--- config.mk ---
export PLATFORM = sky130hd
export DESIGN_NAME = spi_cmd_parser
export DESIGN_NICKNAME = d
export VERILOG_FILES = /design/src/rtl/spi_cmd_parser.sv
export SDC_FILE = /design/constraint.sdc
export NUM_CORES = 1
export LEC_CHECK = 0
export CORE_ASPECT_RATIO = 2
export CORE_MARGIN = 2
export CORE_UTILIZATION = 50
export DETAILED_ROUTE_END_ITERATION = 10
export PLACE_DENSITY = 0.9
export SETUP_SLACK_MARGIN = 0.1
export SLEW_MARGIN = 20
export SYNTH_ARGS = -nofsm -noshare
export SYNTH_HDL_FRONTEND = slang
export SYNTH_SLANG_ARGS = --single-unit
--- constraint.sdc ---
create_clock -name clk -period 3.5 [get_ports clk]
set_clock_uncertainty 0.15 [all_clocks]
set_input_delay 0.35 -clock clk [delete_from_list [all_inputs] [get_ports clk]]
set_output_delay 0.35 -clock clk [all_outputs]
set_load 0.01 [all_outputs]
--- src/rtl/spi_cmd_parser.sv ---
// spi_cmd_parser: decodes 5-byte SPI frames (CMD, ADDR_H, ADDR_L, DATA_H, DATA_L) into register write/read strobes
module spi_cmd_parser #(
  parameter logic [7:0] CMD_WR     = 8'h80,
  parameter logic [7:0] CMD_RD     = 8'h81,
  parameter int         RD_TIMEOUT = 15
) (
  input  logic        clk,
  input  logic        reset_n,
  input  logic        i_cs_active,
  input  logic        i_byte_valid,
  input  logic        i_frame_start,
  input  logic [7:0]  iv_byte_data,
  output logic        o_wr_en,
  output logic        o_rd_en,
  output logic [15:0] ov_addr,
  output logic [15:0] ov_wr_data,
  input  logic        i_rd_valid,
  input  logic [15:0] iv_rd_data,
  output logic        o_tx_load,
  output logic [7:0]  ov_tx_data,
  output logic        o_cmd_err
);
  localparam int CW = $clog2(RD_TIMEOUT + 1);

  typedef enum logic [2:0] {
    S_IDLE, S_ADDR_H, S_ADDR_L, S_DATA_H, S_DATA_L, S_WAIT_RD, S_IGNORE
  } state_t;

  state_t         r_state;
  logic           r_is_rd;
  // the high read byte goes straight to the shifter, so only the low byte is held
  logic [7:0]     r_rd_lo;
  logic [CW-1:0]  r_tmo_cnt;
  logic           w_start;
  logic           w_byte;

  assign w_start = i_byte_valid & i_frame_start;
  assign w_byte  = i_byte_valid & ~i_frame_start;

  // frame FSM with registered one-clock strobes; chip-select loss beats everything but reset
  always_ff @(posedge clk) begin
    o_wr_en   <= 1'b0;
    o_rd_en   <= 1'b0;
    o_tx_load <= 1'b0;
    o_cmd_err <= 1'b0;
    if (!reset_n) begin
      r_state    <= S_IDLE;
      r_is_rd    <= 1'b0;
      r_rd_lo    <= '0;
      r_tmo_cnt  <= '0;
      ov_addr    <= '0;
      ov_wr_data <= '0;
      ov_tx_data <= '0;
    end else if (!i_cs_active) begin
      r_state <= S_IDLE;
    end else if (w_start) begin
      r_is_rd <= (iv_byte_data == CMD_RD);
      if (iv_byte_data == CMD_WR || iv_byte_data == CMD_RD) begin
        r_state <= S_ADDR_H;
      end else begin
        o_cmd_err <= 1'b1;
        r_state   <= S_IGNORE;
      end
    end else begin
      case (r_state)
        S_ADDR_H: if (w_byte) begin
          ov_addr[15:8] <= iv_byte_data;
          r_state       <= S_ADDR_L;
        end
        S_ADDR_L: if (w_byte) begin
          ov_addr[7:0] <= iv_byte_data;
          o_rd_en      <= r_is_rd;
          r_tmo_cnt    <= '0;
          r_state      <= r_is_rd ? S_WAIT_RD : S_DATA_H;
        end
        S_WAIT_RD: if (i_rd_valid) begin
          r_rd_lo    <= iv_rd_data[7:0];
          ov_tx_data <= iv_rd_data[15:8];
          o_tx_load  <= 1'b1;
          r_state    <= S_DATA_H;
        end else if (r_tmo_cnt == CW'(RD_TIMEOUT - 1)) begin
          r_rd_lo    <= '0;
          ov_tx_data <= '0;
          o_tx_load  <= 1'b1;
          o_cmd_err  <= 1'b1;
          r_state    <= S_DATA_H;
        end else begin
          r_tmo_cnt <= r_tmo_cnt + 1'b1;
        end
        S_DATA_H: if (w_byte) begin
          if (r_is_rd) begin
            ov_tx_data <= r_rd_lo;
            o_tx_load  <= 1'b1;
          end else begin
            ov_wr_data[15:8] <= iv_byte_data;
          end
          r_state <= S_DATA_L;
        end
        S_DATA_L: if (w_byte) begin
          if (!r_is_rd) begin
            ov_wr_data[7:0] <= iv_byte_data;
            o_wr_en         <= 1'b1;
          end
          r_state <= S_IDLE;
        end
        default: ;
      endcase
    end
  end
endmodule

==> Yosys cells after proc, flatten, opt, wreduce, memory -nomap -nowiden <==
Cells that the tools add are included.
W data, S select, Z words.
{ "totals": {"register_bits": 60, "output_inout_bits": 44} }
{ "classes": {"reduce_logical": 18, "muxes": 30, "n_bitwise": 10, "eq_ne": 19, "addsub": 1} }
{ "op_table": {"columns": ["op", "n"], "rows": [
  ["$mux W8", 5],
  ["$mux W3", 9],
  ["$reduce_and A6 Y1", 3],
  ["$eq A8 B8 Y1 const B", 2],
  ["$pmux W8 S2", 1],
  ["$ne A3 B3 Y1 const B", 5],
  ["$pmux W3 S5", 1],
  ["$mux W4", 3],
  ["$reduce_and A4 Y1", 3],
  ["$ne A2 B2 Y1 const B", 5],
  ["$reduce_and A5 Y1", 2],
  ["$reduce_or A5 Y1", 2],
  ["$mux W1", 9],
  ["$not A1 Y1", 8],
  ["$pmux W4 S2", 1],
  ["$eq A3 B2 Y1 const B", 2],
  ["$eq A3 B3 Y1 const B", 2],
  ["$reduce_bool A2 Y1", 3],
  ["$reduce_bool A6 Y1", 1],
  ["$add A4 B1 Y4 const B", 1],
  ["$eq A4 B4 Y1 const B", 1],
  ["$ne A4 B4 Y1 const B", 1],
  ["$reduce_and A2 Y1", 2],
  ["$eq A3 B1 Y1 const B", 1],
  ["other kinds (4)", 5]
]} }

==> Logic depth before layout (Yosys ltp) <==
Gate-level depths: netlist of run 1.
{ "depth": {"depth_word": 5, "depth_mapped": 8} }

==> Worst setup path before layout of run 1 <==
OpenSTA, ideal clock, no wires.
{ "synth_path": {"path_type": "register to register", "start": "reg r_tmo_cnt[0]", "end": "reg r_tmo_cnt[3]", "required_ps": 3258, "setup_slack_ps": 1689, "arrival_time_ps": 1568, "path_stages_with_launch": 8, "path_buffers": 0, "cell_sequence": "dfxtp_1 > inv_1 > ha_1 > and3_1 > a2bb2oi_2 > a211oi_4 > nand2_2 > o32ai_1"} }
{ "synth_between": {"elab_chain_len": 4, "word_cells_on_any_way": 7, "cone_classes": "add/sub: 1; eq/ne: 2; mux: 3; reduce/logical: 1"} }
{ "synth_lines": {"columns": ["item", "line", "source"], "rows": [
  ["start: declaration", "33", "logic [CW-1:0] r_tmo_cnt;"],
  ["start signal: assignment", "88", "r_tmo_cnt <= r_tmo_cnt + 1'b1;"],
  ["$add A4 B1 Y4", "88", null],
  ["$mux W4", "81", "end else if (r_tmo_cnt == CW'(RD_TIMEOUT - 1)) begin"],
  ["$mux W4", "76", "S_WAIT_RD: if (i_rd_valid) begin"],
  ["$pmux W4 S2", "65", "case (r_state)"]
]} }
Several ways; a longest one is shown, not always the timed one. The select of a mux whose other input is x is not followed.
A chain may end at the register's enable or synchronous reset.

==> Worst setup path after layout of run 1 <==
{ "layout_path": {"start": "in i_byte_valid", "end": "reg ov_tx_data[0]"} }
{ "layout_between": {"elab_chain_len": 3, "word_cells_on_any_way": 5, "cone_classes": "eq/ne: 1; bitwise: 3; reduce/logical: 1"} }
{ "layout_lines": {"columns": ["item", "line", "source"], "rows": [
  ["start: declaration", "10", "input logic i_byte_valid,"],
  ["$and A1 B1 Y1, on equally long branches", "38, 37", null],
  ["$ne A2 B2 Y1 (no line) / $not A1 Y1 (equally long branches)", null, null],
  ["$reduce_and A6 Y1 (no line) (*)", null, null],
  ["end signal: assignment", "78", "ov_tx_data <= iv_rd_data[15:8];"],
  ["end signal: assignment", "92", "ov_tx_data <= r_rd_lo;"],
  ["end: declaration", "20", "output logic [7:0] ov_tx_data,"]
]} }
Every way passes the cells marked *; elsewhere a longest branch is shown, timed or not.

==> metrics.cfg, run 1 <==
[run_status]
status=finished clean

[global_routing]
met3_usage_pct=5.48
antenna_found_initial=0
grt_pass1_wl_um=10200
overflow=0
grt_pass1_vias=2217
grt_max_degree=36
busiest_layer=met2
use_met1_pct=24.2
grtUsageMet2_pct=42.3
grt_use_total_pct=24.3

[yosys]
synth_flop_cell=dfxtp_1
synth-xor-area-share_pct=0
syn_nets=313
yosysTopAreaCellShare_pct=46.3
synth-seq-cells=60
synth_edf_count=0
synth-simple-area-share_pct=24.0
muxShareOfSynthArea_pct=13.1
syn_area_um2=2600
synthAdderAreaFrac_pct=0.964
avgSynthCellArea_um2=9.24
synth_top_family_by_area=simple AND/OR/NAND/NOR gates
synth_top_area_cell=dfxtp_1
yosysSeqAreaShare_pct=46.3
yosys.cell_count.top_type=dfxtp_1
syn_inst=281
synth_commonest_cells=dfxtp_1 (60), nor2_1 (50), mux2i_1 (34), nand2_1 (28), nand3_1 (20)
synthTopCellsByArea=dfxtp_1 (46%), mux2i_1 (13%), nor2_1 (7.2%)
async_reset_ff_share_pct=0
synth_compound_area_share_pct=11.3
yosysWarnings=0
synth.distinct_cells=45

[cts]
cts-root-buf=clkbuf_8
cts_setup_buffers=0
cts_buffers=9
htreeDepth=3
cts_resized=0
cts_tree=done
cts_hold_buf=0
clock-sinks=60
cts.reportedPaths.clkPinSlew_ns=0.07
clock_latency_ns=0.33
clockBufferDepth=2

[worst_setup_path]
startpoint=i_byte_valid
critPathKind=input pin to flop
worstPathMaxFanout=16
crit_chain=clkdlybuf4s50_1, and2b_1, a31oi_2, nor3_4, nor2_1, a311oi_1
timing.rr.start=r_tmo_cnt[0]
worstPathArrival_ns=2.23
startpoint_type=input pin
slowest_delay_ns=0.60
crit_path_top_delay_cell=clkdlybuf4s50_1
end_kind=flop
crit_required_ns=3.58

[timing]
finalHoldViolations=0
rsz0062_at_grt=no
slew_headroom_pct=55.5
setup_viol=0
period_needed_ns=2.15
slew_violations=0
worst_pin_slew_ns=0.666
fmax_ghz=0.465
worst_hold_slack_ns=0.313
finalWorstSetupSlack_ns=1.35
tns_ns=0
period_share_pct=61.4

[pwr]
ir_drop_v=0.000480
p_per_area_nw_per_um2=391
p_leak_uw=0.00145

[die]
dieArea_um2=5820
coreArea_um2=5090
dieHeight_um=106
ios=74
initial_core_util_pct=51.0
die_w_um=55.0
placementRows=37

[detailed_routing]
wl_per_cell_um=15.9
drc=0
viasPerCell=5.63
ant_nets=0
first_iter_violations=69
first_pass_iters=4
wl_um=6570
vias=2320

[worst_hold_path]
hp-class=flop to flop
hold_path_startpoint=r_rd_lo[5]

[layout]
nNetsFinal=381
fillerInstances=394
drive_gt1_share_pct=9.04
area_growth_pct=34.7
diodes=0

[placement]
dp_hpwl_um=4700
numPortBuffers=73
dp_worst_setup_slack_ns=1.00
gp_congestion=0.869

[run]
drv_cap=0

layout by cell type, fill, tap and decap left out, types with 3 or more instances in the layout:
cell / Yosys / final
clkdlybuf4s50_1: 0 / 73
dfxtp_1: 60 / 60
nor2_1: 50 / 50
mux2i_1: 34 / 34
nand2_1: 28 / 28
nand3_1: 20 / 20
a21oi_1: 12 / 12
clkbuf_8: 0 / 9
a311oi_1: 6 / 6
nor4_1: 3 / 3
a31oi_1: 3 / 3
a211oi_1: 3 / 3
clkbuf_1: 9 / 3
state kept, by name (all words and copies together) (netlist names):
name        count
r_is_rd         1
r_rd_lo         8
o_cmd_err       1
ov_addr        16
r_state         3
r_tmo_cnt       4
o_rd_en         1
o_wr_en         1
ov_wr_data     16
o_tx_load       1
ov_tx_data      8
stage by stage:
stage                     power [µW]  util [%]  cells  area, µm²
after detailed placement         796      65.0    396       3310
after CTS                       1380      68.6    412       3500
after global routing            1420      68.6    412       3500
after global placement           794      65.0    396       3310
after floorplan                  744         -    281       2600
final                           1370      68.6    412       3500
path summary, 6_finish.rpt:
kind                   end  slack (ns)  cells past startpoint
max          ov_tx_data[0]        1.35                      6
min             r_rd_lo[5]        0.31                      2
max reg2reg  ov_tx_data[0]        1.36                      7
min reg2reg     r_rd_lo[5]        0.31                      2
critical path, delay by kind of cell:
kind                   cells  cell delay [ns]
buffers and inverters      1             0.60
AND/OR/NAND/NOR            3             0.87
AO/OA/AOI/OAI              2             0.41
cell families after synthesis:
kind of cell             Yosys count
AO/OA/AOI/OAI                     38
adder cells (fa/ha/maj)            2
buffers and inverters             21
flip-flops                        60
multiplexers                      34
AND/OR/NAND/NOR                  126
power by group:
group          internal [µW]  leakage [µW]  switching [µW]
sequential               685      0.000483            3.90
clock                    328     0.0000866             258
combinational           45.7      0.000881            47.1
total                   1060       0.00145             309
cell type report:
class / count / area, µm² / share of cell area, %
clock buffer: 12 / 135 / 3.87
clock inverter: 4 / 50.0 / 1.43
inverter: 3 / 11.3 / 0.322
multi-input combinational: 200 / 1280 / 36.6
sequential: 60 / 1200 / 34.4
tap: 58 / 72.6 / 2.08
timing repair buffer: 75 / 746 / 21.3
metal layers:
layer	wire length, µm	part of all wire [%]
met5	0	0
met3	353	5.4
met2	3650	56
met1	2270	35
met4	290	4.4
No activity file was read; power rests on OpenSTA's default activity.
==> run 2, diff against run 1 <==
CORE_UTILIZATION = 47   (was 50)
PLACE_DENSITY = 0.86   (was 0.9)
clock period = 2.1 ns   (was 3.5 ns; I/O delays follow)
==> metrics.cfg, run 2 (synthesis gave the netlist of run 1 again) <==
[pwr]
ir_drop_v=0.000635
p_per_area_nw_per_um2=644
p_leak_uw=0.00157
finalPower_uw=2380

[layout]
nNetsFinal=399
largestRegisters=ov_addr (16), ov_wr_data (16)
stdcell_count=432
most-common-layout-cells=clkdlybuf4s50_1 (73), dfxtp_1 (58), nor2_1 (50)
fin_util_pct=69.0
final_common_cell=clkdlybuf4s50_1
diodes=0
drive_gt1_share_pct=15.9
area_growth_pct=42.7

[worst_setup_path]
worstPathMaxFanout=8
end_kind=flop
critPathKind=flop to flop
startpoint_type=flop
crit_chain=buf_4, nor3b_4, a2bb2oi_2, a211oi_4, a21boi_1, o32ai_2
crit_required_ns=2.17
worstPathArrival_ns=1.99
rr_worst_depth=6
crit_path_top_delay_cell=dfxtp_1
slowest_delay_ns=0.40

[die]
ios=74
coreArea_um2=5370
dieHeight_um=109
placementRows=38
dieArea_um2=6170
die_w_um=56.6
initial_core_util_pct=48.3

[cts]
cts_tree=done
cts.reportedPaths.clkPinSlew_ns=0.07
clock-sinks=60
clock_latency_ns=0.34
cts-root-buf=clkbuf_8
htreeDepth=3
cts_buffers=9
clockBufferDepth=2

[timing]
worst_pin_slew_ns=0.433
tns_ns=0
finalHoldViolations=0
slew_headroom_pct=70.9
period_needed_ns=1.92
worst_hold_slack_ns=0.292
period_share_pct=91.4
fmax_ghz=0.521
slew_violations=0
rsz0062_at_grt=no
setup_viol=0

[detailed_routing]
drc=0
viasPerCell=5.53
wl_um=6990
first_iter_violations=79
wl_per_cell_um=16.2
ant_nets=0
vias=2387
first_pass_iters=4

[global_routing]
grt_use_total_pct=23.1
grt_pass1_vias=2360
grt_max_degree=36
grt_pass1_wl_um=10800
antenna_found_initial=0
overflow=0

[placement]
dpl.cell_count=415
gp_congestion=0.842
dp_hpwl_um=4990
numPortBuffers=73

[run]
drv_cap=0

[worst_hold_path]
whs_path_depth=3
hp-class=input pin to flop

[run_status]
status=finished clean

## run 2: changes by cell type in the layout (fill, tap and decap cells not counted), moves of 2 or more
cell | previous run | this run
buf_12 | 0 | 2
buf_4 | 2 | 18
clkbuf_1 | 3 | 1
clkbuf_8 | 9 | 11
dfxtp_1 | 60 | 58
dfxtp_2 | 0 | 2
## run 2: path summary, 6_finish.rpt
| path | startpoint | to | slack (ns) |
|---|---|---|---|
| min reg2reg | r_rd_lo[1] | r_rd_lo[1] | 0.31 |
| min | iv_rd_data[1] | r_rd_lo[1] | 0.29 |
| max reg2reg | r_state[0] | r_tmo_cnt[3] | 0.18 |
| max | r_state[0] | r_tmo_cnt[3] | 0.18 |
## run 2: critical path, delay by kind of cell, from the launching register on
kind	cells	cell delay, ns
AND/OR/NAND/NOR	1	0.23
buffers and inverters	1	0.20
flip-flops	1	0.40
AO/OA/AOI/OAI	4	0.81
## run 2: power breakdown
part	internal [µW]	leakage (µW)	switching (µW)	total, µW
combinational	90.0	0.000981	85.3	175
clock	608	0.000102	453	1060
sequential	1140	0.000484	6.22	1150
total	1840	0.00157	544	2380
## run 2: repair_timing
action | in CTS | in global routing
setup endpoints to repair | 1 | 14
resized for setup | 0 | 9
hold buffers | 0 | 0
pin swaps | 1 | 1
setup buffers | 0 | 1
## run 2: per-stage QoR
step / cell area [µm²] / setup WS [ns]
after floorplan: 2600 / 0.289
after global placement: 3470 / 0.0775
after detailed placement: 3470 / -0.0150
after CTS: 3670 / 0.132
after global routing: 3700 / 0.100
final: 3700 / 0.180
## run 2: cell type report
cell class                      count  area [µm²]
Timing Repair Buffer               93         906
Clock buffer                       12         155
Sequential cell                    60        1200
Multi-Input combinational cell    200        1310
Inverter                            3        11.3
Fill cell                         394        1670
Tap cell                           60        75.1
Clock inverter                      4        47.5
## run 2: routing by layer
| metal | up-vias | routed length [µm] | GRT usage [%] |
|---|---|---|---|
| met1 | 1133 | 2460 | 21.5 |
| li1 | 1155 | - | - |
| met5 | - | 0 | 0 |
| met4 | 0 | 240 | 15.3 |
| met3 | 20 | 317 | 4.63 |
| met2 | 79 | 3970 | 43.6 |
